$ cat config.mk
export PLATFORM = sky130hd
export DESIGN_NAME = term_cmd_decoder
export DESIGN_NICKNAME = d
export VERILOG_FILES = /design/src/rtl/term_cmd_decoder_pkg.sv /design/src/rtl/term_cmd_decoder_strobe_gen.sv /design/src/rtl/term_cmd_decoder.sv
export SDC_FILE = /design/constraint.sdc
export NUM_CORES = 1
export LEC_CHECK = 0
export BUFFER_PORTS_ARGS = -buffer_cell sky130_fd_sc_hd__buf_4
export CAP_MARGIN = 40
export CORE_ASPECT_RATIO = 1.25
export CORE_MARGIN = 2
export CORE_UTILIZATION = 65
export CTS_CLUSTER_DIAMETER = 100
export DETAILED_ROUTE_END_ITERATION = 7
export PLACE_DENSITY = 0.86
export SYNTH_ARGS = -nofsm -noshare
export SYNTH_HDL_FRONTEND = slang
export SYNTH_SLANG_ARGS = --single-unit
export TNS_END_PERCENT = 100
$ cat constraint.sdc
create_clock -name clk -period 5.4 [get_ports clk]
set_input_delay 0.54 -clock clk [delete_from_list [all_inputs] [get_ports clk]]
set_output_delay 0.54 -clock clk [all_outputs]
set_load 0.01 [all_outputs]
$ cat src/rtl/term_cmd_decoder_pkg.sv
// Shared constants and types for the terminal command decoder: write types,
// ASCII control codes, geometry defaults and FSM encodings.
package term_pkg;
    localparam logic [1:0] DT_CHAR = 2'd0;
    localparam logic [1:0] DT_COL  = 2'd1;
    localparam logic [1:0] DT_ROW  = 2'd2;

    localparam logic [7:0] CH_BS    = 8'h08;
    localparam logic [7:0] CH_TAB   = 8'h09;
    localparam logic [7:0] CH_LF    = 8'h0A;
    localparam logic [7:0] CH_FF    = 8'h0C;
    localparam logic [7:0] CH_CR    = 8'h0D;
    localparam logic [7:0] CH_ESC   = 8'h1B;
    localparam logic [7:0] CH_SPACE = 8'h20;
    localparam logic [7:0] CH_Y     = 8'h59;
    localparam logic [7:0] CH_DEL   = 8'h7F;

    localparam int ROWS_DEF    = 30;
    localparam int COLS_DEF    = 80;
    localparam int CLEAR_COUNT = ROWS_DEF * COLS_DEF;

    typedef enum logic [2:0] {
        ST_IDLE, ST_ESC, ST_ESC_ROW, ST_ESC_COL,
        ST_SETUP, ST_STB_HI, ST_STB_LO, ST_CLEAR
    } dec_state_t;

    typedef enum logic [1:0] {SG_IDLE, SG_SETUP, SG_HI, SG_LO} stb_state_t;

    // VT52 coordinate: byte minus 0x20, clamped to [0, lim].
    function automatic logic [7:0] addr_coord(input logic [7:0] b, input logic [7:0] lim);
        logic [7:0] d;
        d = b - CH_SPACE;
        if (b < CH_SPACE) d = 8'd0;
        if (d > lim) d = lim;
        return d;
    endfunction
endpackage

$ cat src/rtl/term_cmd_decoder_strobe_gen.sv
// Single-transaction write engine: latches {dtype,data} on request, then
// runs one setup cycle, STROBE_HIGH cycles of dstrobe high and STROBE_LOW low.
module term_strobe_gen
    import term_pkg::*;
#(
    parameter int STROBE_HIGH = 8,
    parameter int STROBE_LOW  = 8
) (
    input  logic       clk,
    input  logic       reset,
    input  logic       req,
    input  logic [1:0] req_dtype,
    input  logic [7:0] req_data,
    output logic       ack,
    output logic [7:0] data,
    output logic [1:0] dtype,
    output logic       dstrobe,
    output logic       lo_phase,
    output logic       last
);
    stb_state_t st;
    logic [7:0] cnt;

    assign ack      = (st == SG_IDLE) && req;
    assign lo_phase = (st == SG_LO);
    // Final low cycle: lets the sequencer launch the next step on the same edge.
    assign last     = lo_phase && (cnt == 8'(STROBE_LOW - 1));

    always_ff @(posedge clk) begin
        if (reset) begin
            st      <= SG_IDLE;
            cnt     <= 8'd0;
            data    <= 8'd0;
            dtype   <= DT_CHAR;
            dstrobe <= 1'b0;
        end else begin
            case (st)
                SG_IDLE: if (req) begin
                    data  <= req_data;
                    dtype <= req_dtype;
                    st    <= SG_SETUP;
                end
                SG_SETUP: begin
                    dstrobe <= 1'b1;
                    cnt     <= 8'd0;
                    st      <= SG_HI;
                end
                SG_HI: if (cnt == 8'(STROBE_HIGH - 1)) begin
                    dstrobe <= 1'b0;
                    cnt     <= 8'd0;
                    st      <= SG_LO;
                end else begin
                    cnt <= cnt + 8'd1;
                end
                SG_LO: if (last) begin
                    cnt <= 8'd0;
                    st  <= SG_IDLE;
                end else begin
                    cnt <= cnt + 8'd1;
                end
                default: st <= SG_IDLE;
            endcase
        end
    end
endmodule

$ cat src/rtl/term_cmd_decoder.sv
// Byte-stream decoder for the character terminal: control codes, VT52 ESC Y
// cursor addressing and screen clear, sequenced into the strobe generator.
module term_cmd_decoder
    import term_pkg::*;
#(
    parameter int STROBE_HIGH = 8,
    parameter int STROBE_LOW  = 8,
    parameter int ROWS        = ROWS_DEF,
    parameter int COLS        = COLS_DEF
) (
    input  logic       clk,
    input  logic       reset,
    input  logic [7:0] in_data,
    input  logic       in_valid,
    output logic       in_ready,
    input  logic [4:0] currow,
    input  logic [6:0] curcol,
    output logic [7:0] data,
    output logic [1:0] dtype,
    output logic       dstrobe,
    output logic       busy
);
    localparam int CLR_N = ROWS * COLS;

    dec_state_t state;
    logic       req, ack, lo_phase, last;
    logic [1:0] req_dtype;
    logic [7:0] req_data;
    logic       col_pend, clr_mode;
    logic [7:0] pend_col, esc_row;
    logic [2:0] clr_phase;
    logic [11:0] clr_cnt;

    logic       idle_go;
    logic [1:0] idle_dtype;
    logic [7:0] idle_data, lf_row, bs_col, tab_raw, tab_col;

    assign in_ready = state inside {ST_IDLE, ST_ESC, ST_ESC_ROW, ST_ESC_COL};
    assign busy     = !(state inside {ST_IDLE, ST_ESC, ST_ESC_ROW});

    assign lf_row  = (currow == 5'(ROWS - 1)) ? 8'd0 : {3'b0, currow} + 8'd1;
    assign bs_col  = {1'b0, curcol} - 8'd1;
    assign tab_raw = {1'b0, curcol | 7'd7} + 8'd1;
    assign tab_col = (tab_raw > 8'(COLS - 1)) ? 8'(COLS - 1) : tab_raw;

    // Single-transaction bytes decoded in IDLE; ESC and FF are handled in the FSM.
    always_comb begin
        idle_go    = 1'b0;
        idle_dtype = DT_CHAR;
        idle_data  = in_data;
        case (in_data)
            CH_CR:  begin idle_go = 1'b1; idle_dtype = DT_COL; idle_data = 8'd0; end
            CH_LF:  begin idle_go = 1'b1; idle_dtype = DT_ROW; idle_data = lf_row; end
            CH_BS:  begin idle_go = (curcol != 7'd0); idle_dtype = DT_COL; idle_data = bs_col; end
            CH_TAB: begin idle_go = 1'b1; idle_dtype = DT_COL; idle_data = tab_col; end
            default: idle_go = (in_data >= CH_SPACE) && (in_data != CH_DEL);
        endcase
    end

    always_ff @(posedge clk) begin
        if (reset) begin
            state     <= ST_IDLE;
            req       <= 1'b0;
            req_dtype <= DT_CHAR;
            req_data  <= 8'd0;
            col_pend  <= 1'b0;
            pend_col  <= 8'd0;
            esc_row   <= 8'd0;
            clr_mode  <= 1'b0;
            clr_phase <= 3'd0;
            clr_cnt   <= 12'd0;
        end else begin
            case (state)
                ST_IDLE: if (in_valid) begin
                    if (in_data == CH_ESC) begin
                        state <= ST_ESC;
                    end else if (in_data == CH_FF) begin
                        clr_mode  <= 1'b1;
                        clr_phase <= 3'd0;
                        clr_cnt   <= 12'd0;
                        state     <= ST_CLEAR;
                    end else if (idle_go) begin
                        req       <= 1'b1;
                        req_dtype <= idle_dtype;
                        req_data  <= idle_data;
                        state     <= ST_SETUP;
                    end
                end
                ST_ESC: if (in_valid) state <= (in_data == CH_Y) ? ST_ESC_ROW : ST_IDLE;
                ST_ESC_ROW: if (in_valid) begin
                    esc_row <= addr_coord(in_data, 8'(ROWS - 1));
                    state   <= ST_ESC_COL;
                end
                ST_ESC_COL: if (in_valid) begin
                    req       <= 1'b1;
                    req_dtype <= DT_ROW;
                    req_data  <= esc_row;
                    pend_col  <= addr_coord(in_data, 8'(COLS - 1));
                    col_pend  <= 1'b1;
                    state     <= ST_SETUP;
                end
                ST_SETUP: if (ack) begin
                    req   <= 1'b0;
                    state <= ST_STB_HI;
                end
                ST_STB_HI: if (lo_phase) state <= ST_STB_LO;
                ST_STB_LO: if (last) begin
                    if (col_pend) begin
                        col_pend  <= 1'b0;
                        req       <= 1'b1;
                        req_dtype <= DT_COL;
                        req_data  <= pend_col;
                        state     <= ST_SETUP;
                    end else if (clr_mode && clr_phase != 3'd5) begin
                        state <= ST_CLEAR;
                    end else begin
                        clr_mode <= 1'b0;
                        state    <= ST_IDLE;
                    end
                end
                ST_CLEAR: begin
                    // Home, blank every cell, then home again.
                    req   <= 1'b1;
                    state <= ST_SETUP;
                    case (clr_phase)
                        3'd0: begin req_dtype <= DT_ROW; req_data <= 8'd0; clr_phase <= 3'd1; end
                        3'd1: begin req_dtype <= DT_COL; req_data <= 8'd0; clr_phase <= 3'd2; end
                        3'd2: begin
                            req_dtype <= DT_CHAR;
                            req_data  <= CH_SPACE;
                            if (clr_cnt == 12'(CLR_N - 1)) clr_phase <= 3'd3;
                            else clr_cnt <= clr_cnt + 12'd1;
                        end
                        3'd3: begin req_dtype <= DT_ROW; req_data <= 8'd0; clr_phase <= 3'd4; end
                        default: begin req_dtype <= DT_COL; req_data <= 8'd0; clr_phase <= 3'd5; end
                    endcase
                end
                default: state <= ST_IDLE;
            endcase
        end
    end

    term_strobe_gen #(.STROBE_HIGH(STROBE_HIGH), .STROBE_LOW(STROBE_LOW)) u_stb (
        .clk       (clk),
        .reset     (reset),
        .req       (req),
        .req_dtype (req_dtype),
        .req_data  (req_data),
        .ack       (ack),
        .data      (data),
        .dtype     (dtype),
        .dstrobe   (dstrobe),
        .lo_phase  (lo_phase),
        .last      (last)
    );
endmodule

# After elaboration in Yosys (flattened, before gate mapping)
# Index checks and enable logic that the tools add are counted.
# totals
output_inout_bits	13
ff_bits	68
inputBits	23
# classes
eq_ne	46
n_reduce_logical	33
n_mux	84
addsub	6
magnitude_cmp	5
# op_table
operator	count
8-bit two-way mux	18
8-bit case mux with 4 select lines	2
12-bit two-way mux	5
3-bit two-way mux	16
8-bit by 4-bit equality test with 1-bit output, second input constant	5
2-bit != test, second input constant	16
12-bit case mux with 2 select lines	1
3-bit case mux with 8 select lines	1
8-bit case mux with 3 select lines	1
2-bit two-way mux	11
8-bit by 7-bit greater-than comparator with 1-bit output, second input constant	2
1-bit two-way mux	16
2-bit case mux with 4 select lines	2
8-bit AND reduction	2
12-bit by 1-bit adder with 12-bit output, second input constant	1
12-bit equality test, second input constant	1
3-bit by 2-bit equality test with 1-bit output, second input constant	4
3-bit equality test, second input constant	4
6-bit two-way mux	2
3-bit case mux with 4 select lines	1
9-bit AND reduction	1
7-bit by 1-bit adder with 8-bit output, second input constant	1
8-bit by 1-bit adder with 8-bit output, second input constant	1
8-bit by 3-bit equality test with 1-bit output, second input constant	1
other kinds (36)	59

# Depth between registers and ports, before layout
# Gate-level depths: netlist of the first run.
# depth
ltp_word	9
depth_mapped	9
ltp_nobuf	8

# Modules after synthesis
# From an unflattened synthesis of the first run, not the netlist that was laid out.
# hier_totals
hier_cells	512
hier_area_um2	4177.8
# modules_own_cells
mod	instances	seq_area_each_um2	area_each_um2	cells_each
term_cmd_decoder	1	940.9	3208.1	400
term_strobe_gen	1	420.4	969.7	112

# Worst setup path before layout of the first run
# Ideal clock, no wire load.
# synth_path
kind	input -> register
start	input in_data[4]
end	register req_data[4]
stages	9
required_time_ps	5326
t_arrival_ps	2442
path_buffers	3
slack_ps	2884
setup_time_ps	74
path_cell_list	buf_6 -> or3_4 -> buf_6 -> nor4b_4 -> o22ai_2 -> a221oi_4 -> buf_6 -> o21ai_2 -> a31oi_2
# synth_via
elab_chain_len	7
# synth_lines
item	line_no	text
start, declared	term_cmd_decoder.sv:13	input logic [7:0] in_data,
8-bit by 4-bit equality test with 1-bit output	term_cmd_decoder.sv:51	case (in_data)
8-bit case mux with 4 select lines	term_cmd_decoder.sv:51	
8-bit two-way mux	term_cmd_decoder.sv:82	end else if (idle_go) begin
8-bit two-way mux	term_cmd_decoder.sv:77	end else if (in_data == CH_FF) begin
8-bit two-way mux	term_cmd_decoder.sv:75	if (in_data == CH_ESC) begin
8-bit two-way mux	term_cmd_decoder.sv:74	ST_IDLE: if (in_valid) begin
8-bit case mux with 4 select lines	term_cmd_decoder.sv:73	case (state)
end signal, assigned	term_cmd_decoder.sv:85	req_data <= idle_data;
end signal, assigned	term_cmd_decoder.sv:97	req_data <= esc_row;
end signal, assigned	term_cmd_decoder.sv:112	req_data <= pend_col;
end, declared	term_cmd_decoder.sv:28	logic [7:0] req_data;
# Parallel ways exist; a longest one is shown, timed or not. The select of a mux whose other input is x is not followed.
# A chain may end at the register's enable or synchronous reset.

# Final worst setup path of the first run
# layout_path
start	register state[1]
end	register clr_cnt[9]
# layout_via
elab_chain_len	3
# layout_lines
item	line_no	text
start, declared	term_cmd_decoder.sv:25	dec_state_t state;
start signal, assigned	term_cmd_decoder.sv:89	ST_ESC: if (in_valid) state <= (in_data == CH_Y) ? ST_ESC_ROW : ST_IDLE;
3-bit equality test / 3-bit zero test (equally long branches)	term_cmd_decoder.sv:73	
2-bit != test (no source line) (tied with other cells)	-	
6-bit AND reduction (no source line)	-	
end signal, assigned	term_cmd_decoder.sv:132	else clr_cnt <= clr_cnt + 12'd1;
end, declared	term_cmd_decoder.sv:32	logic [11:0] clr_cnt;
# Parallel ways exist; a longest one is shown, timed or not.

==> results.md, run 1 <==
Layout:
- The fraction of final layout cells sized beyond drive strength 1 is 0.1342.
- In the final design database the tool counted 577 nets.
- The most common cell after layout, fill and taps aside is sky130_fd_sc_hd__dfxtp_1.
- The number of antenna diodes in the final layout is 0.
- The number of cells in the finished layout apart from fillers is 629.
- In the layout the commonest cells are sky130_fd_sc_hd__dfxtp_1 (68), sky130_fd_sc_hd__nor2_1 (66), sky130_fd_sc_hd__nand2_1 (54).
- Relative to the synthesized area, the layout overhead comes to 10.79%.

Timing:
- The final count of negative-setup-slack endpoints is 0.
- The clock period minus worst slack is 2.813 ns.
- For this run, the top clock speed supported by timing is 355.5 MHz.
- The max-slew violation count is 0.
- The final count of hold timing violations is 0.
- The final period utilization is 0.5210.
- The setup skew after layout is 0.006935 ns.
- Headroom to the max-slew limit came out at 0.4174.
- The transition time at the pin with the least slew margin is 0.8687 ns.
- The total negative slack is 0 ns.
- Setup repair after global routing left no endpoint under its margin.

Global routing:
- The first-pass GRT wire length is 16.73 mm.
- The via count of the first global-routing pass is 3,628.
- Global routing finished with a remaining overflow of 0.
- Entering global routing, the biggest net connects 41 pins.
- The initial antenna violation count is 0.
- The global routing usage summed across all routing layers is 0.3061.

Synthesis:
- The synthesized area per cell is 7.942 um2.
- The number of enable flip-flop cells after synthesis is 0.
- The post-synthesis instance total is 524.
- The number of nets in the synthesized netlist is 562.
- In this run, distinct cell masters in the synthesized netlist total 71.
- Among all flip-flop cells after synthesis, the most frequent one is sky130_fd_sc_hd__dfxtp_1.
- After synthesis the cells add up to 0.004161 mm2.
- The share of the Yosys chip area taken by registers is 0.3271.
- The total of flip-flops plus latches after synthesis is 68.
- Yosys printed 0 warnings.
- Of all flip-flops after synthesis, the portion carrying an async set or reset was 0.

Critical path:
- The worst setup path is captured at a register.
- The largest individual stage delay along the critical path comes from the cell sky130_fd_sc_hd__dfxtp_1.
- The category of the critical setup timing path is register to register.
- The highest net fanout along the worst path is 23.
- Among cell families on the critical path, the largest total delay comes from simple AND/OR/NAND/NOR gates.
- The biggest cell delay along the critical path is 0.77 ns.
- The signal on the critical path passes through nand4b_1 > nor3b_1 > a21oi_1 > nor4_1 > xnor2_1 > nor2_1.
- The number of buffer and inverter stages on the critical path is 0.
- At the worst endpoint, the arrival time is 3.04 ns.
- The data required time at the worst endpoint is 5.63 ns.
- STA classifies the critical path startpoint as a register.

Die:
- The die width is 75.57 um.
- The area of the die is 0.007062 mm2.
- The floorplan core area is 0.006166 mm2.
- The die height is 93.46 um.
- The starting utilization of the core area is 0.6749.
- The I/O pin total is 36.
- The initialized floorplan defines 32 standard-cell rows.

Clock network:
- The clock drives 68 sinks.
- Once the clock tree was built, the setup fixing pass inserted 0 buffers.
- The root buffer selected by CTS is sky130_fd_sc_hd__clkbuf_8.
- Buffers inserted during clock tree synthesis total 9.
- The number of instances resized during post-cts repair is 0.
- TritonCTS built the clock tree.
- The H-tree generated during clock tree synthesis spans 3 levels.
- After clock tree synthesis, the clock-pin slew on the worst setup and hold paths is 0.07 ns.
- The insertion delay to the later sink of the worst-skew pair is 0.35 ns.
- After clock tree synthesis, the flow added hold-fix buffers numbering 0.
- The clock passes through at most 2 buffers.

Power and ir drop:
- Across the VDD grid, the largest voltage drop is 0.3096 mV.
- Of the total power, the clock network draws 0.263.
- The net switching power of the design is 0.6914 mW.
- The switching share of power is 0.3874.
- Of the total power, combinational logic draws 0.361.
- Of the total power, registers draw 0.375.
- For this design the static power due to leakage is 1.712 nW.
- The power per cell area is 387.1 mW/mm2.
- The cell-internal power is 1.093 mW.

Detailed routing:
- In the final routed layout, each cell accounts on average for 16.55 um.
- For this run, the detailed router's first-pass iteration total came to 6.
- The routed layout has 4,025 vias.
- Once detail routing completed, the nets flagged for antenna violations numbered 0.
- The routed wire length is 10.41 mm.
- The via density per instance is 6.399.
- In the routed design, unresolved DRC markers number 0.
- After the first detailed-routing iteration, the DRC count stood at 328.

Hold path:
- The min-delay analysis places its worst path in the category register to register.

Outcome:
- The run finished with clean final reports.

Placement:
- Including well taps, the total number of placed cells is 613.
- The congestion estimate from routability-driven global placement came to 0.9780.
- Input and output buffers added on the ports amount to 35.
- The HPWL after detailed placement is 7.420 mm.

Job:
- The max-cap violation count is 0.
worst min-delay path, delay by kind of cell (launching register included):
kind	cells	cell delay, ns
flip-flops	1	0.31
AND/OR/NAND/NOR	1	0.05
AO/OA/AOI/OAI	1	0.05
routing by layer:
metal	vias to the layer above	GRT usage	share of wire
li1	1929	-	-
met1	1866	0.3839	0.41
met2	188	0.4971	0.49
met3	42	0.04849	0.061
met4	0	0.1550	0.038
met5	-	0	0
flip-flops by register name, summed over array words and instances (netlist names):
name	flops
u_stb.data	8
u_stb.dtype	2
state	3
req_data	8
u_stb.dstrobe	1
clr_phase	3
req	1
col_pend	1
pend_col	8
clr_mode	1
u_stb.st	2
clr_cnt	12
esc_row	8
req_dtype	2
u_stb.cnt	8
synthesized netlist by cell type (all sizes together) (3+ instances only):
| cell type | n | area share |
|---|---|---|
| nor2b | 8 | 0.012 |
| o21ai | 24 | 0.031 |
| a22oi | 5 | 0.0090 |
| nor4b | 5 | 0.014 |
| nand2 | 54 | 0.049 |
| a211oi | 14 | 0.025 |
| buf | 10 | 0.017 |
| nand2b | 6 | 0.0090 |
| a32oi | 4 | 0.0084 |
| nand4b | 3 | 0.0063 |
| a21oi | 36 | 0.044 |
| o22ai | 3 | 0.0060 |
| or3 | 6 | 0.010 |
| nor3b | 5 | 0.0090 |
| and2 | 5 | 0.0075 |
| a21o | 3 | 0.0054 |
| o311ai | 4 | 0.010 |
| nand3b | 4 | 0.0072 |
| a31oi | 8 | 0.014 |
| xor2 | 9 | 0.019 |
| nand3 | 14 | 0.017 |
| clkbuf | 22 | 0.020 |
| a311oi | 5 | 0.011 |
| nor2 | 68 | 0.063 |
| nand4 | 7 | 0.011 |
| mux2i | 4 | 0.0096 |
| dfxtp | 68 | 0.33 |
| ha | 15 | 0.045 |
| nor3 | 14 | 0.019 |
| o211ai | 4 | 0.0072 |
| and3 | 5 | 0.0075 |
| inv | 20 | 0.018 |
| o31ai | 6 | 0.011 |
| a22o | 4 | 0.0084 |
| or2 | 3 | 0.0045 |
| nor4 | 5 | 0.011 |
| xnor2 | 17 | 0.036 |
path summary, 6_finish.rpt:
kind	cells after the start	startpoint	slack [ns]	to
max	6	state[1]	2.59	clr_cnt[9]
min	2	u_stb.data[5]	0.46	u_stb.data[5]
max reg2reg	6	state[1]	2.59	clr_cnt[9]
min reg2reg	2	u_stb.data[5]	0.46	u_stb.data[5]
power by group through the flow:
stage               logic [mW]  clock network (mW)  registers (mW)
finish                   0.645               0.469           0.670
global route             0.711               0.491           0.681
CTS                      0.635               0.472           0.665
detailed placement       0.628                   0           0.677
global placement         0.610                   0           0.676
floorplan                0.536                   0           0.626
cell type report:
| type | instances | area (um2) |
|---|---|---|
| inverters | 20 | 75.07 |
| well taps | 85 | 106.4 |
| multi-input cells | 404 | 2572 |
| clock buffers | 10 | 137.6 |
| clock inverters | 6 | 87.58 |
| fillers | 498 | 1555 |
| flip-flops and latches | 68 | 1361 |
| repair buffers | 36 | 270.3 |
logic make-up after synthesis:
kind of cell | count (synthesis) | synth area share
AND/OR/NAND/NOR | 219 | 0.2715
AO/OA/AOI/OAI | 140 | 0.2372
flip-flops | 68 | 0.3271
buffers and inverters | 52 | 0.05472
XOR/XNOR | 26 | 0.05472
adder cells (fa/ha/maj) | 15 | 0.04510
multiplexers | 4 | 0.009622
through the flow:
stage | cell area, um2 | setup WS (ns) | util | hold slack [ns] | power (mW)
finish | 4611 | 2.587 | 0.7478 | 0.4620 | 1.785
global route | 4611 | 2.381 | 0.7478 | 0.4852 | 1.883
CTS | 4611 | 2.696 | 0.7478 | 0.4661 | 1.773
detailed placement | 4385 | 2.499 | 0.7112 | 0.4553 | 1.305
global placement | 4378 | 2.492 | 0.7100 | 0.4464 | 1.285
floorplan | 4161 | 2.884 | - | 0.4287 | 1.162
(Power assumes the default switching activity.)
==> run 2, diff against run 1 <==
--- a/config.mk
+++ b/config.mk
@@ -9,10 +9,10 @@
 export CAP_MARGIN = 40
 export CORE_ASPECT_RATIO = 1.25
 export CORE_MARGIN = 2
-export CORE_UTILIZATION = 65
+export CORE_UTILIZATION = 60
 export CTS_CLUSTER_DIAMETER = 100
 export DETAILED_ROUTE_END_ITERATION = 7
-export PLACE_DENSITY = 0.86
+export PLACE_DENSITY = 0.8
 export SYNTH_ARGS = -nofsm -noshare
 export SYNTH_HDL_FRONTEND = slang
 export SYNTH_SLANG_ARGS = --single-unit
==> constraint.sdc (replaced) <==
create_clock -name clk -period 2.75 [get_ports clk]
set_input_delay 0.275 -clock clk [delete_from_list [all_inputs] [get_ports clk]]
set_output_delay 0.275 -clock clk [all_outputs]
set_load 0.01 [all_outputs]
==> run 2 against run 1 <==
Compared with the run above:
- count of clock-buffer cells in the layout decreased by 1
- power increased by 94%
- clock skew about the same
- cell count increased by 1.9%
- global-route usage decreased by 2.6 points
- die area increased by 7.9%
- largest cell class unchanged
- largest power group is now combinational cells
- highest routed layer unchanged
==> results.md, run 2 (synthesis results as in run 1) <==
Hold path:
- The min-delay analysis places its worst path in the category input pin to register.

Layout:
- Leaving out fill and tap cells, the most frequent cell in the layout is sky130_fd_sc_hd__dfxtp_1.
- The flip-flop count of the largest register, all copies and words added is 12 (unchanged).
- The layout overhead on the synthesized area is 11.85%.
- The total number of nets in the final design was 587 (+1.7%).
- In the layout the commonest cells are sky130_fd_sc_hd__dfxtp_1 (68), sky130_fd_sc_hd__nor2_1 (66), sky130_fd_sc_hd__nand2_1 (54).
- The fraction of final layout cells sized beyond drive strength 1 is 0.1498 (+0.01563).
- The antenna diode instance count is 0 (unchanged).
- The core utilization of the finished layout is 0.7002 (-0.04760).
- The register name with the most flops is clr_cnt.

Clock network:
- The count of hold buffers inserted by post-cts repair is 0 (unchanged).
- The post-CTS clock slew at the launch and capture registers of the worst setup and hold paths is 0.08 ns (about the same).
- The root buffer selected by CTS is sky130_fd_sc_hd__clkbuf_8.
- The number of instances resized during post-cts repair is 0 (unchanged).
- The number of setup buffers added after CTS came to 0 (unchanged).
- TritonCTS built the clock tree.
- The number of H-tree levels is 3 (unchanged).
- The total clock buffers created by CTS came to 9 (unchanged).
- The insertion delay to the later sink of the worst-skew pair is 0.34 ns (about the same).
- The number of clock sinks seen by CTS is 68 (unchanged).
- The maximum count of clock buffers along a single path is 2 (unchanged).

Global routing:
- The routing usage on met1 is 0.3547 (-0.02914).
- The largest net degree at the start of global routing is 41 (unchanged).
- The layer with the highest usage is met2.
- The via count of the first global-routing pass was 3,689 (+1.7%).
- The global routing usage summed across all routing layers is 0.2805 (-0.02564).
- The first-pass GRT wire length is 17.33 mm (+3.6%).
- The aggregate global routing overflow is 0 (unchanged).
- The initial antenna violation count came to 0 (unchanged).
- The met3 track demand over resource is 0.04740 (-0.001094).
- The met2 usage in global routing is 0.4735 (-0.02363).

Critical path:
- The signal arrival time at the worst endpoint is 2.62 ns (-0.42 ns).
- The kind of end point of the critical path is a register.
- The data required time at the worst endpoint is 2.97 ns (-2.66 ns).
- The critical path is of the register to register type.
- The highest net fanout along the worst path was 12 (-48%).
- STA classifies the critical path startpoint as a register.

Timing:
- The max-slew violation count is 0 (unchanged).
- The achievable clock frequency is 417.0 MHz (+17%).
- The setup skew after layout was 0.007133 ns (+0.0001987 ns).
- The final count of hold timing violations is 0 (unchanged).
- The clock period minus worst slack is 2.398 ns (-0.4151 ns).
- The final count of negative-setup-slack endpoints is 0 (unchanged).
- The final period utilization is 0.8721 (+0.3511).
- The transition time at the pin with the least slew margin came to 0.8856 ns (+0.01687 ns).
- The total negative slack came to 0 ns (unchanged).
- Setup repair after global routing left no endpoint under its margin.
- The worst slew margin relative to its limit is 0.4096 (-0.007756).

Die:
- The starting utilization of the core area is 0.6260 (-0.04891).
- The I/O pin total is 36 (unchanged).
- The die width is 78.49 um (+3.9%).
- The floorplan core area is 0.006648 mm2 (+7.8%).
- The site row count is 33 (+3.1%).
- The area of the die came to 0.007622 mm2 (+7.9%).
- The die height is 97.11 um (+3.9%).

Detailed routing:
- The average routed wire per standard cell was 16.29 um (-1.5%).
- The detailed-router iteration count before antenna repair came to 5 (-1).
- The number of antenna-violating nets in the routed design is 0 (unchanged).
- The total number of vias was 3,975 (-1.2%).
- The via density per instance came to 6.201 (-3.1%).
- The initial detailed-routing violation count is 249 (-24%).
- The post-route DRC violation count was 0 (unchanged).
- The routed wire length was 10.45 mm (+0.36%).

Power and ir drop:
- The peak supply drop is 0.5977 mV (+93%).
- The reported leakage power is 1.738 nW (+1.5%).
- The power per cell area was 743.0 mW/mm2 (+92%).

Placement:
- The weighted congestion at the end of routability-driven global placement is 0.9786 (about the same).
- The estimated wirelength of the detail-placed design is 7.643 mm (+3.0%).
- The number of buffer cells added on primary ports is 35 (unchanged).

Outcome:
- The run finished with clean final reports.

Job:
- The max-cap violation count came to 0 (unchanged).
-- run 2: cell types whose count changed in the layout (fill, tap and decap cells not counted) --
cell	before	now
sky130_fd_sc_hd__buf_4	36	46
sky130_fd_sc_hd__bufinv_16	2	1
sky130_fd_sc_hd__clkbuf_8	10	9
sky130_fd_sc_hd__clkinv_2	2	3
sky130_fd_sc_hd__clkinv_4	2	0
sky130_fd_sc_hd__clkinvlp_4	0	3
-- run 2: cell type report --
class                   count  area, um2
fillers                   563       1993
well taps                  87      108.9
repair buffers             46      345.3
clock buffers               9      123.9
multi-input cells         404       2572
inverters                  20      75.07
clock inverters             7      67.56
flip-flops and latches     68       1361
-- run 2: metrics by stage --
stage	instances	area (um2)	setup WS (ns)	power, mW	hold slack (ns)
3_3_place_gp	625	4463	0.4168	2.608	0.4469
6_report	641	4654	0.3518	3.458	0.2269
3_5_place_dp	625	4463	0.3503	2.649	0.4527
2_1_floorplan	524	4161	0.4985	2.281	0.4287
5_1_grt	641	4654	0.1763	3.665	0.2567
4_1_cts	641	4654	0.3480	3.453	0.2203
-- run 2: metal layers --
metal | wire length (um) | share of wire
met3 | 548 | 0.052
met5 | 0 | 0
met4 | 287 | 0.027
met1 | 4499 | 0.43
met2 | 5109 | 0.49
-- run 2: final timing paths --
| check | start | slack, ns | cells past startpoint | to |
|---|---|---|---|---|
| setup reg to reg | clr_cnt[0] | 0.35 | 7 | clr_cnt[9] |
| hold / removal | in_data[4] | 0.23 | 3 | esc_row[4] |
| hold reg to reg | u_stb.data[5] | 0.46 | 2 | u_stb.data[5] |
| setup / recovery | clr_cnt[0] | 0.35 | 7 | clr_cnt[9] |
-- run 2: power breakdown --
group          leakage [nW]  switching, mW  internal, mW
clock                0.0910          0.389         0.413
sequential            0.552          0.132          1.13
combinational          1.10          0.851         0.547
-- run 2: worst max-delay path: stages (launching register included) --
cell                       delay (ns)
sky130_fd_sc_hd__dfxtp_1         0.37
sky130_fd_sc_hd__ha_1            0.27
sky130_fd_sc_hd__nor4bb_1        0.32
sky130_fd_sc_hd__nand3_1         0.14
sky130_fd_sc_hd__a21oi_1         0.74
sky130_fd_sc_hd__nor4_1          0.18
sky130_fd_sc_hd__xnor2_1         0.20
sky130_fd_sc_hd__nor2_1          0.05
